`config.mk`:
```
export PLATFORM = sky130hd
export DESIGN_NAME = core_ctrl_fsm_flat
export DESIGN_NICKNAME = d
export VERILOG_FILES = /design/src/rtl/icyrisc_pkg.sv /design/src/rtl/core_ctrl_fsm_if.sv /design/src/rtl/alu_op_decoder.sv /design/src/rtl/core_ctrl_fsm.sv /design/src/flat_wrapper.sv
export SDC_FILE = /design/constraint.sdc
export NUM_CORES = 1
export LEC_CHECK = 0
export ABC_CLOCK_PERIOD_IN_PS = 2500
export CAP_MARGIN = 20
export CORE_UTILIZATION = 45
export DETAILED_ROUTE_END_ITERATION = 10
export GPL_ROUTABILITY_DRIVEN = 0
export PLACE_DENSITY = 0.77
export SLEW_MARGIN = 20
export SYNTH_ARGS = -nofsm -noshare
export SYNTH_HDL_FRONTEND = slang
export SYNTH_SLANG_ARGS = --single-unit
```
`constraint.sdc`:
```
create_clock -name clk -period 2.5 [get_ports clk]
set_input_delay 0.625 -clock clk [delete_from_list [all_inputs] [get_ports clk]]
set_output_delay 0.625 -clock clk [all_outputs]
set_load 0.1 [all_outputs]
```
`src/rtl/icyrisc_pkg.sv`:
```
// Shared encodings for the IcyRisc multi-cycle control path: FSM states,
// ALU operation codes, datapath select codes and RV32I opcodes.
package icyrisc_pkg;

    typedef enum logic [3:0] {
        S_RESET    = 4'd0,
        S_FETCH    = 4'd1,
        S_DECODE   = 4'd2,
        S_EXEC_R   = 4'd3,
        S_EXEC_I   = 4'd4,
        S_EXEC_LUI = 4'd5,
        S_ALU_WB   = 4'd6,
        S_MEM_ADDR = 4'd7,
        S_MEM_RD   = 4'd8,
        S_MEM_WR   = 4'd9,
        S_MEM_WB   = 4'd10,
        S_BRANCH   = 4'd11,
        S_JALR_TGT = 4'd12,
        S_JUMP     = 4'd13,
        S_TRAP     = 4'd14
    } ctrl_state_t;

    typedef enum logic [3:0] {
        ALU_ADD    = 4'd0,
        ALU_SUB    = 4'd1,
        ALU_AND    = 4'd2,
        ALU_OR     = 4'd3,
        ALU_XOR    = 4'd4,
        ALU_SLT    = 4'd5,
        ALU_SLTU   = 4'd6,
        ALU_SLL    = 4'd7,
        ALU_SRL    = 4'd8,
        ALU_SRA    = 4'd9,
        ALU_PASS_B = 4'd11
    } alu_op_t;

    typedef enum logic [1:0] {
        SRC1_PC     = 2'd0,
        SRC1_PC_OLD = 2'd1,
        SRC1_RS1    = 2'd2
    } alu_src1_t;

    typedef enum logic [1:0] {
        SRC2_RS2  = 2'd0,
        SRC2_IMM  = 2'd1,
        SRC2_FOUR = 2'd2
    } alu_src2_t;

    typedef enum logic [2:0] {
        IMM_I = 3'd0,
        IMM_S = 3'd1,
        IMM_B = 3'd2,
        IMM_U = 3'd3,
        IMM_J = 3'd4
    } imm_type_t;

    typedef enum logic [1:0] {
        RES_ALUOUT = 2'd0,
        RES_MEM    = 2'd1,
        RES_ALU    = 2'd2
    } result_sel_t;

    // Instruction class seen by the ALU operation decoder.
    typedef enum logic [1:0] {
        CLS_R      = 2'd0,
        CLS_I      = 2'd1,
        CLS_BRANCH = 2'd2
    } alu_class_t;

    localparam logic [6:0] OP_R      = 7'b0110011;
    localparam logic [6:0] OP_IMM    = 7'b0010011;
    localparam logic [6:0] OP_LOAD   = 7'b0000011;
    localparam logic [6:0] OP_STORE  = 7'b0100011;
    localparam logic [6:0] OP_BRANCH = 7'b1100011;
    localparam logic [6:0] OP_JAL    = 7'b1101111;
    localparam logic [6:0] OP_JALR   = 7'b1100111;
    localparam logic [6:0] OP_LUI    = 7'b0110111;
    localparam logic [6:0] OP_AUIPC  = 7'b0010111;

    function automatic imm_type_t imm_type_of(input logic [6:0] op);
        imm_type_t t;
        t = IMM_I;
        case (op)
            OP_STORE:         t = IMM_S;
            OP_BRANCH:        t = IMM_B;
            OP_LUI, OP_AUIPC: t = IMM_U;
            OP_JAL:           t = IMM_J;
            default:          t = IMM_I;
        endcase
        return t;
    endfunction

endpackage

```
`src/rtl/core_ctrl_fsm_if.sv`:
```
// Request/acknowledge handshake between the control FSM and unified memory.
interface core_ctrl_fsm_if;

    logic mem_req;
    logic mem_we;
    logic mem_addr_sel;
    logic mem_ack;

    modport master (
        output mem_req,
        output mem_we,
        output mem_addr_sel,
        input  mem_ack
    );

    modport slave (
        input  mem_req,
        input  mem_we,
        input  mem_addr_sel,
        output mem_ack
    );

endinterface

```
`src/rtl/alu_op_decoder.sv`:
```
// Combinational mapping of instruction class, funct3 and funct7[5] to the
// ALU operation code used by register, immediate and branch instructions.
module alu_op_decoder
    import icyrisc_pkg::*;
(
    input  alu_class_t  alu_class,
    input  logic [2:0]  funct3,
    input  logic        funct7_5,
    output alu_op_t     alu_op
);

    always_comb begin
        // NOTE: default assignment first so no path leaves alu_op unassigned (no latch).
        alu_op = ALU_ADD;
        if (alu_class == CLS_BRANCH) begin
            // Equality branches subtract; ordered branches compare signed/unsigned.
            case (funct3[2:1])
                2'b10:   alu_op = ALU_SLT;
                2'b11:   alu_op = ALU_SLTU;
                default: alu_op = ALU_SUB;
            endcase
        end else begin
            case (funct3)
                3'b000:  alu_op = (alu_class == CLS_R && funct7_5) ? ALU_SUB : ALU_ADD;
                3'b001:  alu_op = ALU_SLL;
                3'b010:  alu_op = ALU_SLT;
                3'b011:  alu_op = ALU_SLTU;
                3'b100:  alu_op = ALU_XOR;
                3'b101:  alu_op = funct7_5 ? ALU_SRA : ALU_SRL;
                3'b110:  alu_op = ALU_OR;
                default: alu_op = ALU_AND;
            endcase
        end
    end

endmodule

```
`src/rtl/core_ctrl_fsm.sv`:
```
// Multi-cycle RV32I control FSM: sequences the shared ALU, datapath enables
// and the memory handshake for one instruction at a time.
module core_ctrl_fsm
    import icyrisc_pkg::*;
(
    input  logic            clk,
    input  logic            rst_n,
    input  logic [6:0]      opcode,
    input  logic [2:0]      funct3,
    input  logic            funct7_5,
    input  logic [1:0]      zero,
    core_ctrl_fsm_if.master mem,
    output logic            ir_we,
    output logic            pc_we,
    output logic            pc_src_sel,
    output logic            reg_we,
    output logic [1:0]      result_sel,
    output logic [2:0]      imm_sel,
    output logic [1:0]      ALU_src1_sel,
    output logic [1:0]      ALU_src2_sel,
    output logic [3:0]      ALU_ctrl,
    output logic            illegal,
    output logic [31:0]     instret
);

    ctrl_state_t state;
    ctrl_state_t state_nxt;
    alu_class_t  alu_class;
    alu_op_t     dec_op;
    logic        branch_taken;

    alu_src1_t   src1;
    alu_src2_t   src2;
    alu_op_t     alu_op;
    imm_type_t   imm;
    result_sel_t res;
    logic        mem_req_c;
    logic        mem_we_c;
    logic        mem_addr_sel_c;

    assign alu_class = (opcode == OP_BRANCH) ? CLS_BRANCH :
                       (opcode == OP_R)      ? CLS_R      : CLS_I;

    alu_op_decoder u_alu_op_decoder (
        .alu_class (alu_class),
        .funct3    (funct3),
        .funct7_5  (funct7_5),
        .alu_op    (dec_op)
    );

    // funct3[2] picks the less-than flag over the equality flag; funct3[0] inverts.
    assign branch_taken = (funct3[2] ? zero[1] : zero[0]) ^ funct3[0];

    always_comb begin
        state_nxt = state;
        case (state)
            S_RESET:    state_nxt = S_FETCH;
            S_FETCH:    if (mem.mem_ack) state_nxt = S_DECODE;
            S_DECODE: begin
                case (opcode)
                    OP_R:              state_nxt = S_EXEC_R;
                    OP_IMM:            state_nxt = S_EXEC_I;
                    OP_LOAD, OP_STORE: state_nxt = S_MEM_ADDR;
                    OP_BRANCH:         state_nxt = (funct3[2:1] == 2'b01) ? S_TRAP : S_BRANCH;
                    OP_JAL:            state_nxt = S_JUMP;
                    OP_JALR:           state_nxt = S_JALR_TGT;
                    OP_LUI:            state_nxt = S_EXEC_LUI;
                    OP_AUIPC:          state_nxt = S_ALU_WB;
                    default:           state_nxt = S_TRAP;
                endcase
            end
            S_EXEC_R, S_EXEC_I, S_EXEC_LUI: state_nxt = S_ALU_WB;
            S_MEM_ADDR: state_nxt = (opcode == OP_STORE) ? S_MEM_WR : S_MEM_RD;
            S_MEM_RD:   if (mem.mem_ack) state_nxt = S_MEM_WB;
            S_MEM_WR:   if (mem.mem_ack) state_nxt = S_FETCH;
            S_ALU_WB, S_MEM_WB, S_BRANCH, S_JUMP: state_nxt = S_FETCH;
            S_JALR_TGT: state_nxt = S_JUMP;
            S_TRAP:     state_nxt = S_TRAP;
            default:    state_nxt = S_RESET;
        endcase
    end

    always_ff @(posedge clk or negedge rst_n) begin
        if (!rst_n) begin
            state   <= S_RESET;
            illegal <= 1'b0;
            instret <= 32'd0;
        end else begin
            // NOTE: non-blocking for all state so every register samples pre-edge values.
            state <= state_nxt;
            if (state_nxt == S_TRAP) illegal <= 1'b1;
            // An instruction retires on its final cycle, i.e. when it hands back to FETCH.
            if (state_nxt == S_FETCH && state != S_RESET && state != S_FETCH)
                instret <= instret + 32'd1;
        end
    end

    always_comb begin
        mem_req_c      = 1'b0;
        mem_we_c       = 1'b0;
        mem_addr_sel_c = 1'b0;
        ir_we          = 1'b0;
        pc_we          = 1'b0;
        pc_src_sel     = 1'b0;
        reg_we         = 1'b0;
        res            = RES_ALUOUT;
        imm            = IMM_I;
        src1           = SRC1_PC;
        src2           = SRC2_RS2;
        alu_op         = ALU_ADD;
        case (state)
            S_FETCH: begin
                mem_req_c = 1'b1;
                src2      = SRC2_FOUR;
                if (mem.mem_ack) begin
                    ir_we = 1'b1;
                    pc_we = 1'b1;
                end
            end
            S_DECODE: begin
                src1 = SRC1_PC_OLD;
                src2 = SRC2_IMM;
                imm  = imm_type_of(opcode);
            end
            S_EXEC_R: begin
                src1   = SRC1_RS1;
                alu_op = dec_op;
            end
            S_EXEC_I: begin
                src1   = SRC1_RS1;
                src2   = SRC2_IMM;
                alu_op = dec_op;
            end
            S_EXEC_LUI: begin
                src2   = SRC2_IMM;
                imm    = IMM_U;
                alu_op = ALU_PASS_B;
            end
            S_ALU_WB: reg_we = 1'b1;
            S_MEM_ADDR: begin
                src1 = SRC1_RS1;
                src2 = SRC2_IMM;
                imm  = (opcode == OP_STORE) ? IMM_S : IMM_I;
            end
            S_MEM_RD, S_MEM_WR: begin
                mem_req_c      = 1'b1;
                mem_addr_sel_c = 1'b1;
                mem_we_c       = (state == S_MEM_WR);
            end
            S_MEM_WB: begin
                reg_we = 1'b1;
                res    = RES_MEM;
            end
            S_BRANCH: begin
                src1       = SRC1_RS1;
                alu_op     = dec_op;
                pc_we      = branch_taken;
                pc_src_sel = 1'b1;
            end
            S_JALR_TGT: begin
                src1 = SRC1_RS1;
                src2 = SRC2_IMM;
            end
            S_JUMP: begin
                src1       = SRC1_PC_OLD;
                src2       = SRC2_FOUR;
                reg_we     = 1'b1;
                res        = RES_ALU;
                pc_we      = 1'b1;
                pc_src_sel = 1'b1;
            end
            default: ;
        endcase
    end

    assign mem.mem_req      = mem_req_c;
    assign mem.mem_we       = mem_we_c;
    assign mem.mem_addr_sel = mem_addr_sel_c;
    assign result_sel       = res;
    assign imm_sel          = imm;
    assign ALU_src1_sel     = src1;
    assign ALU_src2_sel     = src2;
    assign ALU_ctrl         = alu_op;

endmodule

```
`src/flat_wrapper.sv`:
```
// flat-port wrapper written by rule: the top's interface ports become plain ports
module core_ctrl_fsm_flat import icyrisc_pkg::*;
  (clk, rst_n, opcode, funct3, funct7_5, zero, ir_we, pc_we, pc_src_sel, reg_we, result_sel, imm_sel, ALU_src1_sel, ALU_src2_sel, ALU_ctrl, illegal, instret, mem_mem_req, mem_mem_we, mem_mem_addr_sel, mem_mem_ack);
  core_ctrl_fsm_if mem_i ();
  input  logic clk;
  input  logic rst_n;
  input  logic [6:0] opcode;
  input  logic [2:0] funct3;
  input  logic funct7_5;
  input  logic [1:0] zero;
  output logic ir_we;
  output logic pc_we;
  output logic pc_src_sel;
  output logic reg_we;
  output logic [1:0] result_sel;
  output logic [2:0] imm_sel;
  output logic [1:0] ALU_src1_sel;
  output logic [1:0] ALU_src2_sel;
  output logic [3:0] ALU_ctrl;
  output logic illegal;
  output logic [31:0] instret;
  output wire logic [$bits(mem_i.mem_req)-1:0] mem_mem_req;
  output wire logic [$bits(mem_i.mem_we)-1:0] mem_mem_we;
  output wire logic [$bits(mem_i.mem_addr_sel)-1:0] mem_mem_addr_sel;
  input wire logic [$bits(mem_i.mem_ack)-1:0] mem_mem_ack;
  assign mem_mem_req = mem_i.mem_req;
  assign mem_mem_we = mem_i.mem_we;
  assign mem_mem_addr_sel = mem_i.mem_addr_sel;
  assign mem_i.mem_ack = mem_mem_ack;
  core_ctrl_fsm u_core (.clk(clk), .rst_n(rst_n), .opcode(opcode), .funct3(funct3), .funct7_5(funct7_5), .zero(zero), .mem(mem_i), .ir_we(ir_we), .pc_we(pc_we), .pc_src_sel(pc_src_sel), .reg_we(reg_we), .result_sel(result_sel), .imm_sel(imm_sel), .ALU_src1_sel(ALU_src1_sel), .ALU_src2_sel(ALU_src2_sel), .ALU_ctrl(ALU_ctrl), .illegal(illegal), .instret(instret));
endmodule
```
# After elaboration in Yosys (flattened, before gate mapping)

Index checks and enable logic that the tools add are counted.

Register bits: 37
Input port bits: 16
Logic and storage cells: 91

Add/subtract/negate cells: 1
Equality and inequality tests: 36
Mux-type cells: 30
Bitwise gates (word level): 1
Reductions and logical operators: 20

Operators with widths:

| kind                                                            | number |
|---|---|
| 4-bit case mux with 9 select lines                              | 1 |
| 32-bit by 1-bit adder with 32-bit output, second input constant | 1 |
| 4-bit == test, second input constant                            | 8 |
| 4-bit case mux with 8 select lines                              | 1 |
| 4-bit case mux with 7 select lines                              | 1 |
| 7-bit by 6-bit == test with 1-bit output, second input constant | 3 |
| 7-bit == test, second input constant                            | 3 |
| 4-bit by 3-bit == test with 1-bit output, second input constant | 4 |
| 4-bit two-way mux                                               | 4 |
| 5-bit OR reduction                                              | 3 |
| 7-bit by 5-bit == test with 1-bit output, second input constant | 2 |
| 1-bit two-way mux                                               | 13 |
| 2-bit case mux with 2 select lines                              | 3 |
| 3-bit case mux with 4 select lines                              | 1 |
| 2-bit OR reduction                                              | 6 |
| 3-bit OR reduction                                              | 4 |
| 3-bit == test, second input constant                            | 3 |
| 3-bit case mux with 3 select lines                              | 1 |
| 4-bit by 1-bit == test with 1-bit output, second input constant | 2 |
| 4-bit by 2-bit == test with 1-bit output, second input constant | 2 |
| 4-bit case mux with 2 select lines                              | 1 |
| 7-bit by 2-bit == test with 1-bit output, second input constant | 1 |
| 2-bit == test, second input constant                            | 3 |
| 3-bit by 2-bit == test with 1-bit output, second input constant | 2 |
| 13 further kinds                                                | 15 |

# Depth between registers and ports, before layout

Gate-level depths: netlist of run 1.

Depth in word-level cells: 9
Gate-level depth with buffers: 7

# Cells and area by module

A second synthesis of run 1 with hierarchy kept.

Cells, all modules: 310
Area, all modules: 2879.0 um^2

By module, submodules not included:

| module         | instances | cells each | area an instance (um^2) |
|---|---|---|---|
| core_ctrl_fsm  | 1         | 296        | 2775.2 |
| alu_op_decoder | 1         | 14         | 103.8 |

# Least setup slack after synthesis of run 1

No wires, ideal clock.

Path type: register to output
Start point: register u_core.state[2]
End point: output port ALU_ctrl[3]
Data arrival time: 4370 ps
Required time: 1875 ps
Path slack: -2495 ps
Cell stages (with the launch flop): 6
Cell sequence: dfrtp_1 -> buf_4 -> clkbuf_1 -> nor2b_1 -> a22oi_1 -> o41ai_1

Word-level cells in the longest chain between the ends: 3
Elaborated cells between the ends (all ways): 6

RTL lines:

| what                                                                   | line                 | text |
|---|---|---|
| start, declared                                                        | core_ctrl_fsm.sv:26  | `ctrl_state_t state;` |
| start signal, assigned                                                 | core_ctrl_fsm.sv:90  | `state <= state_nxt;` |
| 4-bit by 2-bit == test with 1-bit output, or another cell as far along | core_ctrl_fsm.sv:111 | `case (state)` |
| 3-bit OR reduction (no source line)                                    | -                    |  |
| 4-bit case mux with 2 select lines (*)                                 | core_ctrl_fsm.sv:111 |  |
| end, declared                                                          | flat_wrapper.sv:19   | `output logic [3:0] ALU_ctrl;` |

Every way passes the cells marked *; elsewhere a longest branch is shown, timed or not.

# Worst setup path after layout of run 1

Start point: input port opcode[3]
End point: output port imm_sel[0]

Word-level cells in the longest chain between the ends: 4
Elaborated cells between the ends (all ways): 9

RTL lines:

| what                                                                                                 | line                 | text |
|---|---|---|
| start, declared                                                                                      | flat_wrapper.sv:7    | `input logic [6:0] opcode;` |
| 7-bit by 6-bit == test with 1-bit output or 7-bit by 5-bit == test with 1-bit output (tied branches) | icyrisc_pkg.sv:83    | `case (op)` |
| 2-bit OR reduction                                                                                   | icyrisc_pkg.sv:83    |  |
| 3-bit case mux with 4 select lines                                                                   | icyrisc_pkg.sv:83    |  |
| 3-bit case mux with 3 select lines (*)                                                               | core_ctrl_fsm.sv:111 |  |
| end, declared                                                                                        | flat_wrapper.sv:16   | `output logic [2:0] imm_sel;` |

Marks and branches as above.

==> results.md, run 1 <==
- Num CTS Buffers: 5
- RSZ-0062 raised after global routing: yes
- Outcome: finished with violations
- Failing checks: negative setup slack
- Worst-path fanout max: 3
- Max-slew violations: 0
- Core area: 4880 sq um
- Share of cells above drive strength 1: 0.467
- Area Growth Syn to Fin: 61.9%
- Clk sink count: 37
- Crit path from: opcode[3]
- CTS tree: built
- DR vias/cell: 5.39
- Setup tns final: -0.149 ns
- Total global-route track usage: 0.234
- Die Width: 74.2 um
- I/O pin cnt: 69
- Total Nets Final: 382
- Final setup viols: 2
- Die Y-Extent: 74.2 um
- Pwr Density: 1170 nW/um^2
- Starting DRT DRC Count: 165
- Die ar.: 5500 sq um
- Power Total: 4.45 mW
- Post-Route WL: 6.33 mm
- Root buffer cell: clkbuf_8
- Critical path class: in -> out
- Min-Delay Path Class: in -> async
- Period utilization: 1.04
- Syn. warnings: 0
- Final clock skew: 0.00517 ns
- Commonest non-fill, non-tap cell in the layout: buf_4
- Worst-Skew Late Latency: 0.29 ns
- Yosys reg bits: 37
- Worst R2R Start: u_core.state[2]$_DFF_PN0_
- Main synth FF type: dfrtp_1
- GRT overflow: 0
- Dpl hpwl: 4.75 mm
- Post-DRT Antenna Nets: 0
- Slew of the pin with the lowest slew margin: 0.807 ns
- N_diodes: 0
- H-tree Lvls: 2
- Clk pin slew, worst setup/hold paths: 0.07 ns
- LEAKAGE: 1.65 nW
- Min cycle time layout: 2.60 ns
- Row count: 25
- Async set-reset flop share out of synthesis: 1.00
- Post-Syn Area: 2340 sq um
- Routed len/inst: 14.6 um
- Req. time, crit path: 1.88 ns
- Register area share after synthesis: 0.395
- Post-synth net total: 278
- Initial Util: 0.481
- PortBufs: 68
- First-pass GRT wire length: 9.77 mm
- Largest net degree at the start of global routing: 38
- R2r endpoint: u_core.instret[1]$_DFFE_PN0P_
- Synth Instances: 261
- Initial antenna violation count: 0
- Synth unique cells: 46
- Slew HR: 0.462
- DR pass1 iterations: 4
- Max frequency: 0.385 GHz
- Worst Setup End Kind: output port
- Max Cap Viol: 0
- Via count: 2336
- Critical path arrival: 1.97 ns
- Avg Inst Size Synth: 8.98 sq um
- Min setup slack post-route: -0.0983 ns
- Vias in the first global route: 2121
- Post-synth EDFFs: 0
- Final hold violation count: 0
- Post-CTS Hold Fix Bufs: 0
- FF-to-FF setup slack: 0.19 ns
- Commonest non-fill, non-tap cells in the layout: buf_4 (69), xnor2_1 (28), dfrtp_1 (25)
- Startpoint types: primary input
- Worst IR Drop VDD: 0.938 mV
- Reg2Reg Depth: 6
- # DRC: 0
- Bufs on Longest Clock Path: 2
[cells in the mapped netlist (all sizes together), types with 2 or more instances]
master,instances,share of area
and3,6,0.016
inv,8,0.013
and2,4,0.011
nor4b,3,0.017
dfrtp,37,0.39
nor2b,7,0.019
nor3,10,0.030
a31oi,4,0.011
nand2,25,0.040
nand2b,10,0.027
nand3b,3,0.0096
nor4,5,0.025
nor2,20,0.032
clkbuf,7,0.011
o21ai,13,0.028
or3,2,0.0053
buf,3,0.0085
xor2,5,0.019
a21oi,13,0.028
nand3,16,0.034
nand4,11,0.029
xnor2,29,0.11
o41ai,3,0.018
[stage by stage]
| step | cells | hold slack [ns] | util | area, sq um | worst slack [ns] |
|---|---|---|---|---|---|
| finish | 433 | 0.424 | 0.778 | 3800 | -0.0983 |
| global route | 433 | 0.489 | 0.778 | 3800 | -0.144 |
| CTS | 429 | 0.452 | 0.765 | 3730 | -0.0767 |
| detailed placement | 419 | 0.474 | 0.727 | 3550 | -0.544 |
| global placement | 419 | 0.462 | 0.727 | 3550 | -0.503 |
| floorplan | 261 | 0.329 | - | 2470 | -0.418 |
[metal layers]
metal	global-route usage	vias up	wire length, um
li1	-	1131	-
met1	0.318	1141	2910
met2	0.382	53	3110
met3	0.0434	11	225
met4	0.0620	0	87
met5	0	-	0
[sequential cells by signal (all words and copies together), names as in the netlist]
name	count
u_core.illegal	1
u_core.instret	32
u_core.state	4
[timing repair]
action | in CTS | in global routing
setup endpoints to repair | 39 | 9
gates resized for setup | 54 | 19
pin swaps | 11 | 9
buffers inserted | 3 | 4
[cell type report]
cell class,count,area (sq um)
Multi-Input combinational cell,206,1590
Fill cell,340,1080
Inverter,8,30.0
Timing Repair Buffer,107,1070
Clock inverter,2,10.0
Clock buffer,6,72.6
Tap cell,67,83.8
Sequential cell,37,941
[kinds of logic (layout without fill, tap and decap cells)]
kind of cell	Yosys count	in the layout	share of synthesized area
buffers and inverters	18	123	0.0325
adder cells (fa/ha/maj)	1	1	0.00534
flip-flops	37	37	0.395
AND/OR/NAND/NOR	128	128	0.320
AO/OA/AOI/OAI	41	41	0.112
XOR/XNOR	34	34	0.127
multiplexers	2	2	0.00907
[power by group]
group / switching (mW) / leakage, nW / internal [mW]
Combinational: 2.09 / 1.13 / 1.12
Clock: 0.205 / 0.0450 / 0.193
Sequential: 0.145 / 0.480 / 0.692
Total: 2.44 / 1.65 / 2.01
[worst max-delay path, cell delays in order]
cell and delay (ns):
buf_6 0.09, nand4bb_4 0.25, or3_4 0.37, a211oi_2 0.25, a31oi_2 0.08, nor2_4 0.12
buf_12 0.18
[worst max path at each step]
stage,to,cells after the start
finish,imm_sel[0],7
global route,imm_sel[0],7
CTS,ALU_ctrl[0],8
detailed placement,ALU_ctrl[0],9
global placement,ALU_ctrl[0],9
floorplan,ALU_src2_sel[1],4
Note: power is estimated with default switching activity, not from simulation.
==> run 2, diff against run 1 <==
--- a/config.mk
+++ b/config.mk
@@ -10,6 +10,7 @@
 export CORE_UTILIZATION = 45
 export DETAILED_ROUTE_END_ITERATION = 10
 export GPL_ROUTABILITY_DRIVEN = 0
+export MAX_ROUTING_LAYER = met4
 export PLACE_DENSITY = 0.77
 export SLEW_MARGIN = 20
 export SYNTH_ARGS = -nofsm -noshare
==> run 2 against run 1 <==
Compared with the run above:
- the flow still finishes with violations (negative setup slack)
- via count decreased by 0.56%
- final cell count is the same
- global-route usage up 0.87 points
==> results.md, run 2 (synthesis results as in run 1) <==
- Die Y-Extent: 74.2 um
- Setup tns final: -0.142 ns
- Die ar.: 5500 sq um
- Biggest regs: u_core.instret (32), u_core.state (4), u_core.illegal (1)
- Critical path's slowest cell: or3_4
- DP Worst Slack: -0.544 ns
- LEAKAGE: 1.65 nW
- GRT overflow: 0
- Root buffer cell: clkbuf_8
- H-tree Lvls: 2
- Dpl hpwl: 4.75 mm
- Die Width: 74.2 um
- Post-CTS Hold Fix Bufs: 0
- Critical path, cell by cell: buf_6 -> nand4bb_4 -> or3_4 -> a211oi_2 -> a31oi_2 -> nor2_4 -> buf_12
- Post-DRT Antenna Nets: 0
- Cell area after layout: 3800 sq um
- Max-slew violations: 0
- DR vias/cell: 5.36
- Row count: 25
- Storage cell area: 941 sq um
- Via count: 2323
- Slew of the pin with the lowest slew margin: 0.805 ns
- Critical path arrival: 1.97 ns
- Worst Setup End Kind: output port
- Final hold violation count: 0
- Slew HR: 0.463
- PortBufs: 68
- Vias in the first global route: 2113
- Worst-path fanout max: 3
- CP delay by family, top: simple AND/OR/NAND/NOR gates
- # fillers: 340
- Min setup slack post-route: -0.0931 ns
- Largest reg by FF count: u_core.instret
- Initial Util: 0.481
- Buf/Inv on CP: 2
- Req. time, crit path: 1.88 ns
- Num CTS Buffers: 5
- CTS tree: built
- Core area: 4880 sq um
- Share of cells above drive strength 1: 0.467
- Max reg flops: 32
- Dpl cell area: 3550 sq um
- DR pass1 iterations: 4
- Outcome: finished with violations
- Area Growth Syn to Fin: 61.9%
- Startpoint types: primary input
- Initial antenna violation count: 0
- Power Total: 4.45 mW
- Largest net degree at the start of global routing: 38
- Clk sink count: 37
- Pwr Density: 1170 nW/um^2
- I/O pin cnt: 69
- N_diodes: 0
- Failing checks: negative setup slack
- Bufs on Longest Clock Path: 2
- Starting DRT DRC Count: 157
- Post-Route WL: 6.35 mm
- Max frequency: 0.386 GHz
- Clk pin slew, worst setup/hold paths: 0.07 ns
- Total global-route track usage: 0.242
- Max Cap Viol: 0
- RSZ-0062 raised after global routing: yes
- Worst IR Drop VDD: 0.938 mV
- Critical path class: in -> out
- Largest stage delay, worst path: 0.37 ns
- Final clock skew: 0.00559 ns
- Total Nets Final: 382
- Min cycle time layout: 2.59 ns
- # DRC: 0
- Period utilization: 1.04
- Min-Delay Path Class: in -> async
- First-pass GRT wire length: 9.78 mm
- Final setup viols: 2
- Commonest non-fill, non-tap cells in the layout: buf_4 (69), xnor2_1 (28), dfrtp_1 (25)
- Worst-Skew Late Latency: 0.29 ns
- Multi-input gate area: 1590 sq um
- Routed len/inst: 14.7 um
- Commonest non-fill, non-tap cell in the layout: buf_4
run 2: cell counts in the layout (fill, tap and decap cells not counted):
No cell type changed its count.
run 2: worst paths after layout:
| kind | slack, ns | cells after the start | to | from |
|---|---|---|---|---|
| worst max-delay path | -0.09 | 7 | imm_sel[0] | opcode[3] |
| worst min-delay path | 0.42 | 1 | u_core.instret[2]$_DFFE_PN0P_ | rst_n |
| worst max register to register | 0.19 | 6 | u_core.instret[1]$_DFFE_PN0P_ | u_core.state[2]$_DFF_PN0_ |
| worst min register to register | 0.49 | 1 | u_core.instret[12]$_DFFE_PN0P_ | u_core.instret[12]$_DFFE_PN0P_ |
| max in group asynchronous | 1.51 | 1 | u_core.state[3]$_DFF_PN0_ | rst_n |
| min in group clk | 0.49 | 1 | u_core.instret[12]$_DFFE_PN0P_ | u_core.instret[12]$_DFFE_PN0P_ |
run 2: routing by layer:
layer	up-vias	global-route usage	part of all wire
met3	10	0.0474	0.034
met5	-	-	0
met1	1138	0.319	0.46
li1	1130	-	-
met2	45	0.382	0.49
met4	0	0.0620	0.014
run 2: timing repair:
item / 4_1_cts / 5_1_grt
buffers inserted: 3 / 4
pin swaps: 11 / 9
gates cloned: 0 / 0
resized for setup: 54 / 19
endpoints found under the setup margin: 39 / 9
run 2: area by class of cell:
| class | count | share of cell area |
|---|---|---|
| Timing Repair Buffer | 107 | 0.281 |
| Sequential cell | 37 | 0.248 |
| Clock buffer | 6 | 0.0191 |
| Multi-Input combinational cell | 206 | 0.419 |
| Tap cell | 67 | 0.0221 |
| Inverter | 8 | 0.00791 |
| Clock inverter | 2 | 0.00264 |
run 2: metrics by stage:
step | hold WS [ns] | cells | utilization
floorplan | 0.329 | 261 | -
global placement | 0.462 | 419 | 0.727
detailed placement | 0.474 | 419 | 0.727
CTS | 0.452 | 429 | 0.765
global route | 0.486 | 433 | 0.778
finish | 0.423 | 433 | 0.778
run 2: power breakdown:
| group | switching (mW) | internal, mW |
|---|---|---|
| clock network | 0.206 | 0.193 |
| registers | 0.145 | 0.692 |
| logic | 2.09 | 1.12 |
